<file path="config.mk">
export PLATFORM = sky130hd
export DESIGN_NAME = sad_search_ctrl
export DESIGN_NICKNAME = d
export VERILOG_FILES = /design/src/rtl/sad_search_pkg.sv /design/src/rtl/sad_min_tracker.sv /design/src/rtl/sad_search_ctrl.sv
export SDC_FILE = /design/constraint.sdc
export NUM_CORES = 1
export LEC_CHECK = 0
export BUFFER_PORTS_ARGS = -buffer_cell sky130_fd_sc_hd__buf_2
export CELL_PAD_IN_SITES_DETAIL_PLACEMENT = 0
export CELL_PAD_IN_SITES_GLOBAL_PLACEMENT = 1
export CORE_MARGIN = 2
export CORE_UTILIZATION = 41
export DETAILED_ROUTE_END_ITERATION = 6
export GPL_TIMING_DRIVEN = 0
export HOLD_SLACK_MARGIN = 0.05
export PLACE_DENSITY = 0.86
export SETUP_SLACK_MARGIN = 0.3
export SYNTH_ARGS = -nofsm -noshare
export SYNTH_HDL_FRONTEND = slang
export SYNTH_SLANG_ARGS = --single-unit
</file>
<file path="constraint.sdc">
create_clock -name clk -period 2.45 [get_ports clk]
set_input_delay 0.1225 -clock clk [delete_from_list [all_inputs] [get_ports clk]]
set_output_delay 0.1225 -clock clk [all_outputs]
set_load 0.1 [all_outputs]
</file>
<file path="src/rtl/sad_search_pkg.sv">
// Shared types and constants for the SAD candidate search scheduler.
package sad_search_pkg;

  localparam int unsigned DEF_WIDTH = 8;
  localparam int unsigned SAD_W     = DEF_WIDTH + 5;
  localparam logic [SAD_W-1:0] BEST_INIT = {SAD_W{1'b1}};

  typedef enum logic [2:0] {
    IDLE,
    START,
    WAIT,
    CMP,
    FIN
  } state_e;

  // SAD accumulator width for a given pixel width
  function automatic int unsigned sad_w(input int unsigned width);
    return width + 5;
  endfunction

endpackage

</file>
<file path="src/rtl/sad_min_tracker.sv">
// Running minimum of SAD results and the candidate index that produced it.
module sad_min_tracker
  import sad_search_pkg::*;
#(
  parameter int unsigned SAD_WP = SAD_W,
  parameter int unsigned IDX_W  = 4
) (
  input  logic              clk,
  input  logic              rst,
  input  logic              i_clr,
  input  logic              i_upd,
  input  logic [SAD_WP-1:0] i_value,
  input  logic [IDX_W-1:0]  i_idx,
  output logic [SAD_WP-1:0] o_best_sad,
  output logic [IDX_W-1:0]  o_best_idx
);

  logic [SAD_WP-1:0] r_best_sad;
  logic [IDX_W-1:0]  r_best_idx;
  logic              w_less;

  // Strict compare: on a tie the earlier candidate stays the winner
  assign w_less = (i_value < r_best_sad);

  always_ff @(posedge clk or posedge rst) begin
    if (rst) begin
      r_best_sad <= '1;
      r_best_idx <= '0;
    end else if (i_clr) begin
      r_best_sad <= '1;
      r_best_idx <= '0;
    end else if (i_upd && w_less) begin
      r_best_sad <= i_value;
      r_best_idx <= i_idx;
    end
  end

  assign o_best_sad = r_best_sad;
  assign o_best_idx = r_best_idx;

endmodule

</file>
<file path="src/rtl/sad_search_ctrl.sv">
// Candidate search scheduler for the SAD engine; tracks the best match.
// Optional SAD_EARLY_EXIT_EN: a zero SAD ends the search immediately.
module sad_search_ctrl
  import sad_search_pkg::*;
#(
  parameter int unsigned WIDTH  = DEF_WIDTH,
  parameter int unsigned N_CAND = 16,
  parameter int unsigned IDX_W  = $clog2(N_CAND)
) (
  input  logic                 clk,
  input  logic                 rst,
  input  logic                 start,
  input  logic                 ack,
  output logic                 done,
  output logic [WIDTH+5-1:0]   best_sad,
  output logic [IDX_W-1:0]     best_idx,
  output logic                 mem_req,
  output logic [IDX_W-1:0]     mem_idx,
  input  logic                 mem_rdy,
  output logic                 sad_init,
  input  logic                 sad_load,
  output logic                 sad_loaded,
  input  logic                 sad_done,
  output logic                 sad_ack,
  input  logic [WIDTH+5-1:0]   sad_value
);

  localparam int unsigned L_SAD_W = sad_w(WIDTH);
  localparam logic [IDX_W-1:0] LAST_IDX = IDX_W'(N_CAND - 1);

  state_e             r_state;
  state_e             w_state_nxt;
  logic [IDX_W-1:0]   r_cand;
  logic [IDX_W-1:0]   w_cand_nxt;
  logic [L_SAD_W-1:0] r_sad_val;
  logic               r_done;
  logic               r_sad_init;
  logic               r_sad_ack;
  logic               w_clr;
  logic               w_upd;
  logic               w_last;

`ifdef SAD_EARLY_EXIT_EN
  assign w_last = (r_cand == LAST_IDX) || (r_sad_val == '0);
`else
  assign w_last = (r_cand == LAST_IDX);
`endif

  always_ff @(posedge clk or posedge rst) begin
    if (rst) begin
      r_state    <= IDLE;
      r_cand     <= '0;
      r_sad_val  <= '0;
      r_done     <= 1'b0;
      r_sad_init <= 1'b0;
      r_sad_ack  <= 1'b0;
    end else begin
      r_state    <= w_state_nxt;
      r_cand     <= w_cand_nxt;
      r_done     <= (w_state_nxt == FIN);
      r_sad_init <= (w_state_nxt == START);
      r_sad_ack  <= (w_state_nxt == CMP);
      if (r_state == WAIT && sad_done) begin
        r_sad_val <= sad_value;
      end
    end
  end

  always_comb begin
    w_state_nxt = r_state;
    w_cand_nxt  = r_cand;
    w_clr       = 1'b0;
    w_upd       = 1'b0;
    case (r_state)
      IDLE: begin
        if (start) begin
          w_cand_nxt  = '0;
          w_clr       = 1'b1;
          w_state_nxt = START;
        end
      end
      START: w_state_nxt = WAIT;
      WAIT: begin
        if (sad_done) begin
          w_state_nxt = CMP;
        end
      end
      CMP: begin
        w_upd = 1'b1;
        if (w_last) begin
          w_state_nxt = FIN;
        end else begin
          w_cand_nxt  = r_cand + 1'b1;
          w_state_nxt = START;
        end
      end
      FIN: begin
        if (ack) begin
          w_state_nxt = IDLE;
        end
      end
      default: w_state_nxt = IDLE;
    endcase
  end

  sad_min_tracker #(
    .SAD_WP(L_SAD_W),
    .IDX_W (IDX_W)
  ) u_min (
    .clk       (clk),
    .rst       (rst),
    .i_clr     (w_clr),
    .i_upd     (w_upd),
    .i_value   (r_sad_val),
    .i_idx     (r_cand),
    .o_best_sad(best_sad),
    .o_best_idx(best_idx)
  );

  // Fetch handshake is a straight relay while the engine is running
  assign mem_req    = (r_state == WAIT) && sad_load;
  assign sad_loaded = (r_state == WAIT) && sad_load && mem_rdy;

  assign done     = r_done;
  assign sad_init = r_sad_init;
  assign sad_ack  = r_sad_ack;
  assign mem_idx  = r_cand;

endmodule

</file>
; ---- Word level (Yosys, flattened, before mapping)
; Cells that the tools add are included.
[word_totals]
ff_bits = 40
latchBits = 0
ramBits = 0
romBits = 0
inputBits = 20
n_memories = 0
[op_classes]
add_sub_neg = 1
mul = 0
div_mod_pow = 0
n_lt_le_gt_ge = 1
eq_ne = 10
shifts = 0
muxes = 15
bitwise = 0
n_reduce_logical = 8
[op_table]
columns = op, count
row1 = 13-bit 2-to-1 mux, 2
row2 = 4-bit 2-to-1 mux, 4
row3 = 3-bit case mux with 5 select lines, 1
row4 = 13-bit less-than comparator, 1
row5 = 3-bit 2-to-1 mux, 4
row6 = "3-bit by 2-bit == test with 1-bit output, second input constant", 3
row7 = 4-bit case mux with 2 select lines, 1
row8 = "3-bit by 1-bit == test with 1-bit output, second input constant", 2
row9 = "3-bit == test, second input constant", 2
row10 = "4-bit by 1-bit adder with 4-bit output, second input constant", 1
row11 = "4-bit == test, second input constant", 1
row12 = 1-bit logical AND, 4
row13 = "2-bit != test, second input constant", 2
row14 = 2-bit nonzero test, 2
row15 = 3-bit logical NOT, 1
row16 = 1-bit 2-to-1 mux, 3
row17 = 3-bit AND reduction, 1

; ---- Longest topological paths before layout
; Gate-level depths: netlist (run 1).
[logic_depth]
depth_word = 5
mapped_depth = 9
ltp_nobuf = 7

; ---- By module
; Synthesis (run 1) repeated with hierarchy kept, for this count alone.
[hier_totals]
hier_cells = 185
hier_area_um2 = 2102.0
[modules_own_cells]
columns = mod, n_inst, cells_per_inst, area_per_inst_um2
row1 = sad_min_tracker, 1, 118, 1118.6
row2 = sad_search_ctrl, 1, 67, 983.4

; ---- Least setup slack after synthesis (run 1)
; Ideal clock, no wire load.
[synth_timing]
path_type = register -> register
startpoint = register u_min.r_best_sad[12] (netlist: u_min.o_best_sad[12])
endpoint = register u_min.r_best_idx[2] (netlist: u_min.o_best_idx[2])
setup_ns = 0.126
t_arrival_ns = 2.277
slack_ns = 0.047
stages_incl_launch_ff = 8
n_path_buf = 1
synth_period_minus_slack_ns = 2.403
path_cell_list = dfstp_2 inv_1 ha_1 a211oi_2 o221ai_1 a211o_1 buf_6 mux2_2
[synth_via]
elab_chain_len = 3
[synth_rtl]
columns = item, line
row1 = start: declaration, sad_min_tracker.sv:18  ; logic [SAD_WP-1:0] r_best_sad;
row2 = start signal: assignment, sad_min_tracker.sv:33  ; r_best_sad <= i_value;
row3 = 13-bit less-than comparator, sad_min_tracker.sv:23  ; assign w_less = (i_value < r_best_sad);
row4 = 1-bit logical AND, sad_min_tracker.sv:32  ; end else if (i_upd && w_less) begin
row5 = 2-bit nonzero test (no source line), --
row6 = end signal: assignment, sad_min_tracker.sv:34  ; r_best_idx <= i_idx;
row7 = end: declaration, sad_min_tracker.sv:19  ; logic [IDX_W-1:0] r_best_idx;
; No other way between the ends.
; A chain may end at the register's enable or synchronous reset.

; ---- Final worst setup path (run 1)
[layout_timing]
startpoint = register u_min.r_best_sad[2] (netlist: u_min.o_best_sad[2])
endpoint = register u_min.r_best_sad[4] (netlist: u_min.o_best_sad[4])
[layout_via]
elab_chain_len = 3
[layout_rtl]
columns = item, line
row1 = 13-bit less-than comparator, sad_min_tracker.sv:23
row2 = 1-bit logical AND, sad_min_tracker.sv:32
row3 = 2-bit nonzero test (no source line), --
; No other way between the ends.

==> impl_results.md, run 1 <==
* Status: completed
* Initial antenna violation count at 0
* Crit path max fanout at 9
* R2R depth at 9
* Die Span Y at 73.3 um
* Grt met1 use at 0.224
* Min Tclk post-route at 2.10 ns
* Cell accounting for the most synthesized area: dfrtp_1
* Final Hold Viols at 0
* Layout area overhead at 31.9%
* Worst slack, placed at 0.354 ns
* Slew HR at 0.453
* Seq/Total Area, Yosys at 0.517
* Global route overflow at 0
* Critical Path Start Type: flop
* Max Transition Viols Final at 0
* Wirelength, routed at 4200 um
* # Max-Cap Violations at 0
* Clk slew on worst S/H paths at 0.07 ns
* H-tree levels at 2
* # IOs at 46
* Setup Crit Path Kind: reg -> reg
* Top cell type's share of synthesized area at 0.343
* WHS Endpoint: r_sad_val[12]$_DFFE_PP0P_
* Initial DRC Count at 61
* Post-Synthesis Cells at 191
* Mean routed wirelength per cell at 13.4 um
* RSZ-0062 raised after global routing: true
* Worst R2R Setup Slack at 0.35 ns
* Total GRT Usage at 0.169
* Synth Cell Area at 1970 um2
* WHS Path Cells at 3
* DRC Markers at 0
* Vias in the first global route at 1,515
* Layout Nets at 292
* Worst reg2reg endpoint: u_min.o_best_sad[4]$_DFFE_PP1P_
* Syn Nets at 224
* Final ANT Viol Nets at 0
* ANT cells at 0
* Asr flop ratio synth at 1.00
* Routability Congestion at 0.739
* CTS sink count at 40
* Clock Tree Root: clkbuf_8
* Syn avg cell area at 10.3 um2
* GRT busiest layer: met2
* Detail Placement HPWL at 2870 um
* Routed vias/inst at 4.86
* GR Layer Usage met2 at 0.277
* Hold path start: sad_value[12]
* Synth Flop Type: dfrtp_1
* GRT met3 Usage at 0.0384
* Library cells used by synthesis at 34
* First-pass GRT wire length at 7000 um
* Die Area at 5370 um2
* Final setup violation count at 0
* Worst r2r src: u_min.o_best_sad[2]$_DFFE_PP1P_
* Core Box Area at 4660 um2
* Critical Path RT at 2.66 ns
* Share of cells above drive strength 1 at 0.338
* Fmax achieved at 477 MHz
* Cell with the most instances after synthesis: inv_1
* Leading post-synthesis cells by cell area: dfrtp_1 34%, dfstp_2 17%, ha_1 8.3%
* Final period utilization at 0.857
* # rows at 25
* Crit end category: flop
* Starting Density at 0.422
* Flops & latches, synth at 40
* CTS Buf Count at 5
* Seq. cell area at 1050 um2
* EDFF count, synth at 0
* Critical Path AT at 2.31 ns
* CTS max path bufs at 2
* Area of the multi-input gates at 841 um2
* Synth cell count leaders: 28 x inv_1, 27 x dfrtp_1, 19 x nand2_1
* Clk Latency, worst-skew pair at 0.28 ns
* Vias at 1,526
* Final Worst Setup Slack at 0.351 ns
* Die width at 73.3 um
* CTS tree: yes
* Slew at the pin closest to its max-slew limit at 0.819 ns
* Largest net degree at the start of global routing at 41
* HP Class: in -> reg
* DR pass1 iterations at 4
* YS warnings at 0
* Worst Clk Skew at 0.00416 ns
* Filler Cell Count at 426
* # port buffers at 45
* Setup TNS at 0 ns
==> worst max-delay path, stage by stage (launching register included) <==
cell	delay (ns)
dfstp_4	0.63
inv_2	0.04
ha_4	0.20
a21o_1	0.15
a31oi_1	0.17
o21ai_1	0.10
a211o_1	0.27
buf_6	0.15
buf_12	0.14
mux2i_2	0.17
==> registers in the layout, summed over array words and instances, names as in the netlist <==
signal	cells
r_sad_val	13
done	1
mem_idx	4
sad_ack	1
u_min.o_best_idx	4
r_state	3
sad_init	1
u_min.o_best_sad	13
==> kinds of logic (layout without fill, tap and decap cells) <==
| group | count (synthesis) | after routing | synth area share |
|---|---|---|---|
| AO/OA/AOI/OAI | 27 | 27 | 0.0839 |
| XOR/XNOR | 3 | 3 | 0.0134 |
| multiplexers | 18 | 18 | 0.0934 |
| adder cells (fa/ha/maj) | 13 | 13 | 0.0826 |
| AND/OR/NAND/NOR | 55 | 55 | 0.130 |
| flip-flops | 40 | 40 | 0.517 |
| buffers and inverters | 35 | 104 | 0.0795 |
==> layout make-up <==
class	count	share of cell area
clock buffer	8	0.0347
tap	54	0.0260
timing repair buffer	61	0.150
inverter	28	0.0405
sequential	40	0.405
buffer	7	0.0198
multi-input combinational	116	0.324
==> through the flow <==
stage,cell area [um2],std cells,util,hold slack (ns)
floorplan,2030,191,-,0.239
global placement,2320,290,0.498,0.323
detailed placement,2320,290,0.498,0.331
CTS,2510,308,0.539,0.0524
global route,2600,314,0.557,0.0807
finish,2600,314,0.557,0.0537
==> metal layers <==
layer	wire, um	share of wire	vias up
met5	0	0	-
met2	2060	0.49	25
met3	143	0.034	5
li1	-	-	764
met1	1950	0.46	732
met4	49	0.012	0
==> worst max path at each step <==
stage / startpoint / to / slack (ns) / depth (start not counted)
2_1_floorplan: u_min.o_best_sad[2]$_DFFE_PP1P_ / u_min.o_best_idx[2]$_DFFE_PP0P_ / 0.27 / 8
3_3_place_gp: u_min.o_best_sad[2]$_DFFE_PP1P_ / u_min.o_best_idx[3]$_DFFE_PP0P_ / 0.36 / 8
5_1_grt: u_min.o_best_sad[10]$_DFFE_PP1P_ / u_min.o_best_idx[0]$_DFFE_PP0P_ / 0.23 / 7
4_1_cts: u_min.o_best_sad[2]$_DFFE_PP1P_ / u_min.o_best_sad[12]$_DFFE_PP1P_ / 0.33 / 9
3_5_place_dp: u_min.o_best_sad[2]$_DFFE_PP1P_ / u_min.o_best_idx[2]$_DFFE_PP0P_ / 0.35 / 8
6_report: u_min.o_best_sad[2]$_DFFE_PP1P_ / u_min.o_best_sad[4]$_DFFE_PP1P_ / 0.35 / 9
==> placed cells by master (no fill, tap or decap), drive strengths merged, types with 3 or more instances in the layout <==
cell type	Yosys	final
mux2	3	3
nor2b	3	3
mux2i	15	15
dfstp	13	13
dfrtp	27	27
a21oi	4	4
nor2	18	18
ha	13	13
clkbuf	3	12
dlygate4sd3	0	11
buf	4	53
nand2	19	19
inv	28	28
o21ai	15	15
==> timing repair <==
| item | in CTS | in global routing |
|---|---|---|
| gates resized for setup | 0 | 4 |
| buffers inserted | 0 | 4 |
| endpoints found under the hold margin | 36 | 1 |
| hold buffers | 10 | 1 |
| setup endpoints to repair | 0 | 15 |
Power of run 1 is left out: the tool's default activity adds up to more than one toggle a clock period on the data nets, which glitch-free logic cannot reach.
==> run 2: changes to the inputs <==
- MAX_ROUTING_LAYER: unset -> met4
==> run 2 against run 1 <==
Effect of this change: via count is 0.46% lower; cell count stayed put; clock-buffer cell count unchanged; largest cell class unchanged; design area did not move; critical path depth stayed put; flip-flop and latch count stayed put; worst hold slack is essentially flat; critical endpoint unchanged.
==> impl_results.md, run 2 (same netlist as run 1, synthesis figures left out) <==
* Die width at 73.3 um (unchanged)
* GR Layer Usage met2 at 0.277 (unchanged)
* Critical Path AT at 2.32 ns (was 2.31 ns)
* GRT met3 Usage at 0.0384 (unchanged)
* # Max-Cap Violations at 0 (unchanged)
* Final setup violation count at 0 (unchanged)
* Global route overflow at 0 (unchanged)
* Layout Nets at 292 (unchanged)
* Design Area, Final at 2600 um2 (unchanged)
* H-tree levels at 2 (unchanged)
* Status: completed (unchanged)
* Layout area overhead at 31.9% (unchanged)
* Routability Congestion at 0.748 (was 0.739)
* HP Class: in -> reg (unchanged)
* Min Tclk post-route at 2.11 ns (was 2.10 ns)
* Slew at the pin closest to its max-slew limit at 0.819 ns (about the same)
* Worst reg2reg endpoint: u_min.o_best_sad[4]$_DFFE_PP1P_ (unchanged)
* Final period utilization at 0.863 (was 0.857)
* ANT cells at 0 (unchanged)
* DRC Markers at 0 (unchanged)
* # IOs at 46 (unchanged)
* Placement Cell Area at 2320 um2 (unchanged)
* Most common cell after layout, fill and taps aside: buf_2 (unchanged)
* Final ANT Viol Nets at 0 (unchanged)
* Starting Density at 0.422 (unchanged)
* Initial antenna violation count at 0 (unchanged)
* First-pass GRT wire length at 6990 um (was 7000 um)
* Die Span Y at 73.3 um (unchanged)
* CTS max path bufs at 2 (unchanged)
* GRT busiest layer: met2 (unchanged)
* CTS sink count at 40 (unchanged)
* Fmax achieved at 473 MHz (was 477 MHz)
* Core Box Area at 4660 um2 (unchanged)
* Crit path max fanout at 9 (unchanged)
* Die Area at 5370 um2 (unchanged)
* Max Transition Viols Final at 0 (unchanged)
* Critical Path RT at 2.66 ns (about the same)
* # rows at 25 (unchanged)
* Initial DRC Count at 54 (was 61)
* Largest net degree at the start of global routing at 41 (unchanged)
* WHS Endpoint: r_sad_val[12]$_DFFE_PP0P_ (unchanged)
* Worst r2r src: u_min.o_best_sad[2]$_DFFE_PP1P_ (unchanged)
* Setup TNS at 0 ns (unchanged)
* Mean routed wirelength per cell at 13.4 um (about the same)
* CTS Buf Count at 5 (unchanged)
* Share of cells above drive strength 1 at 0.338 (unchanged)
* Worst R2R Setup Slack at 0.34 ns (was 0.35 ns)
* Slew HR at 0.453 (about the same)
* DR pass1 iterations at 4 (unchanged)
* Total GRT Usage at 0.174 (was 0.169)
* Crit end category: flop (unchanged)
* Detail Placement HPWL at 2870 um (unchanged)
* Critical Path Start Type: flop (unchanged)
* Grt met1 use at 0.224 (unchanged)
* Clk slew on worst S/H paths at 0.07 ns (about the same)
* # port buffers at 45 (unchanged)
* Most frequent cells in the layout: 46 x buf_2, 27 x dfrtp_1, 25 x inv_1 (unchanged)
* RSZ-0062 raised after global routing: true (unchanged)
* Wirelength, routed at 4220 um (was 4200 um)
* Hold path start: sad_value[12] (unchanged)
* Worst Clk Skew at 0.00407 ns (was 0.00416 ns)
* R2R depth at 9 (unchanged)
* Vias in the first global route at 1,516 (was 1,515)
* WHS Path Cells at 3 (unchanged)
* Clock Tree Root: clkbuf_8 (unchanged)
* Clk Latency, worst-skew pair at 0.28 ns (about the same)
* Vias at 1,519 (was 1,526)
* Final Hold Viols at 0 (unchanged)
* CTS tree: yes (unchanged)
* Routed vias/inst at 4.84 (was 4.86)
* Setup Crit Path Kind: reg -> reg (unchanged)
-- run 2: cell counts in the layout (fill, tap and decap cells not counted) --
Identical to the previous run, type by type.
-- run 2: worst max-delay path by stage --
stage,cells after the start,slack (ns),start,to
2_1_floorplan,8,0.27,u_min.o_best_sad[2]$_DFFE_PP1P_,u_min.o_best_idx[2]$_DFFE_PP0P_
3_3_place_gp,8,0.36,u_min.o_best_sad[2]$_DFFE_PP1P_,u_min.o_best_idx[3]$_DFFE_PP0P_
3_5_place_dp,8,0.35,u_min.o_best_sad[2]$_DFFE_PP1P_,u_min.o_best_idx[2]$_DFFE_PP0P_
4_1_cts,9,0.33,u_min.o_best_sad[2]$_DFFE_PP1P_,u_min.o_best_sad[12]$_DFFE_PP1P_
5_1_grt,7,0.23,u_min.o_best_sad[10]$_DFFE_PP1P_,u_min.o_best_idx[0]$_DFFE_PP0P_
6_report,9,0.34,u_min.o_best_sad[2]$_DFFE_PP1P_,u_min.o_best_sad[4]$_DFFE_PP1P_
-- run 2: metal layers --
metal | routed length (um) | part of all wire
met2 | 2050 | 0.49
met5 | 0 | 0
met4 | 49 | 0.012
met1 | 1990 | 0.47
met3 | 134 | 0.032
-- run 2: worst max-delay path, cell delays in order (launching register included) --
cell	delay (ns)
dfstp_4	0.63
inv_2	0.04
ha_4	0.20
a21o_1	0.15
a31oi_1	0.18
o21ai_1	0.10
a211o_1	0.27
buf_6	0.15
buf_12	0.14
mux2i_2	0.17
-- run 2: area by class of cell --
class	instances	area, um2
buffer	7	51.3
clock buffer	8	90.1
fill	426	2060
inverter	28	105
multi-input combinational	116	841
sequential	40	1050
tap	54	67.6
timing repair buffer	61	390
-- run 2: what timing repair did --
action | 4_1_cts | 5_1_grt
endpoints found under the setup margin | 0 | 15
buffers inserted | 0 | 4
gates resized for setup | 0 | 4
hold buffers | 10 | 1
endpoints found under the hold margin | 36 | 1
-- run 2: through the flow --
stage,std cells,setup slack (ns),hold WS [ns],utilization
global placement,290,0.364,0.323,0.498
floorplan,191,0.270,0.239,-
CTS,308,0.334,0.0524,0.539
finish,314,0.336,0.0536,0.557
detailed placement,290,0.354,0.331,0.498
global route,314,0.233,0.0807,0.557
Power of run 2 is left out for the same reason.
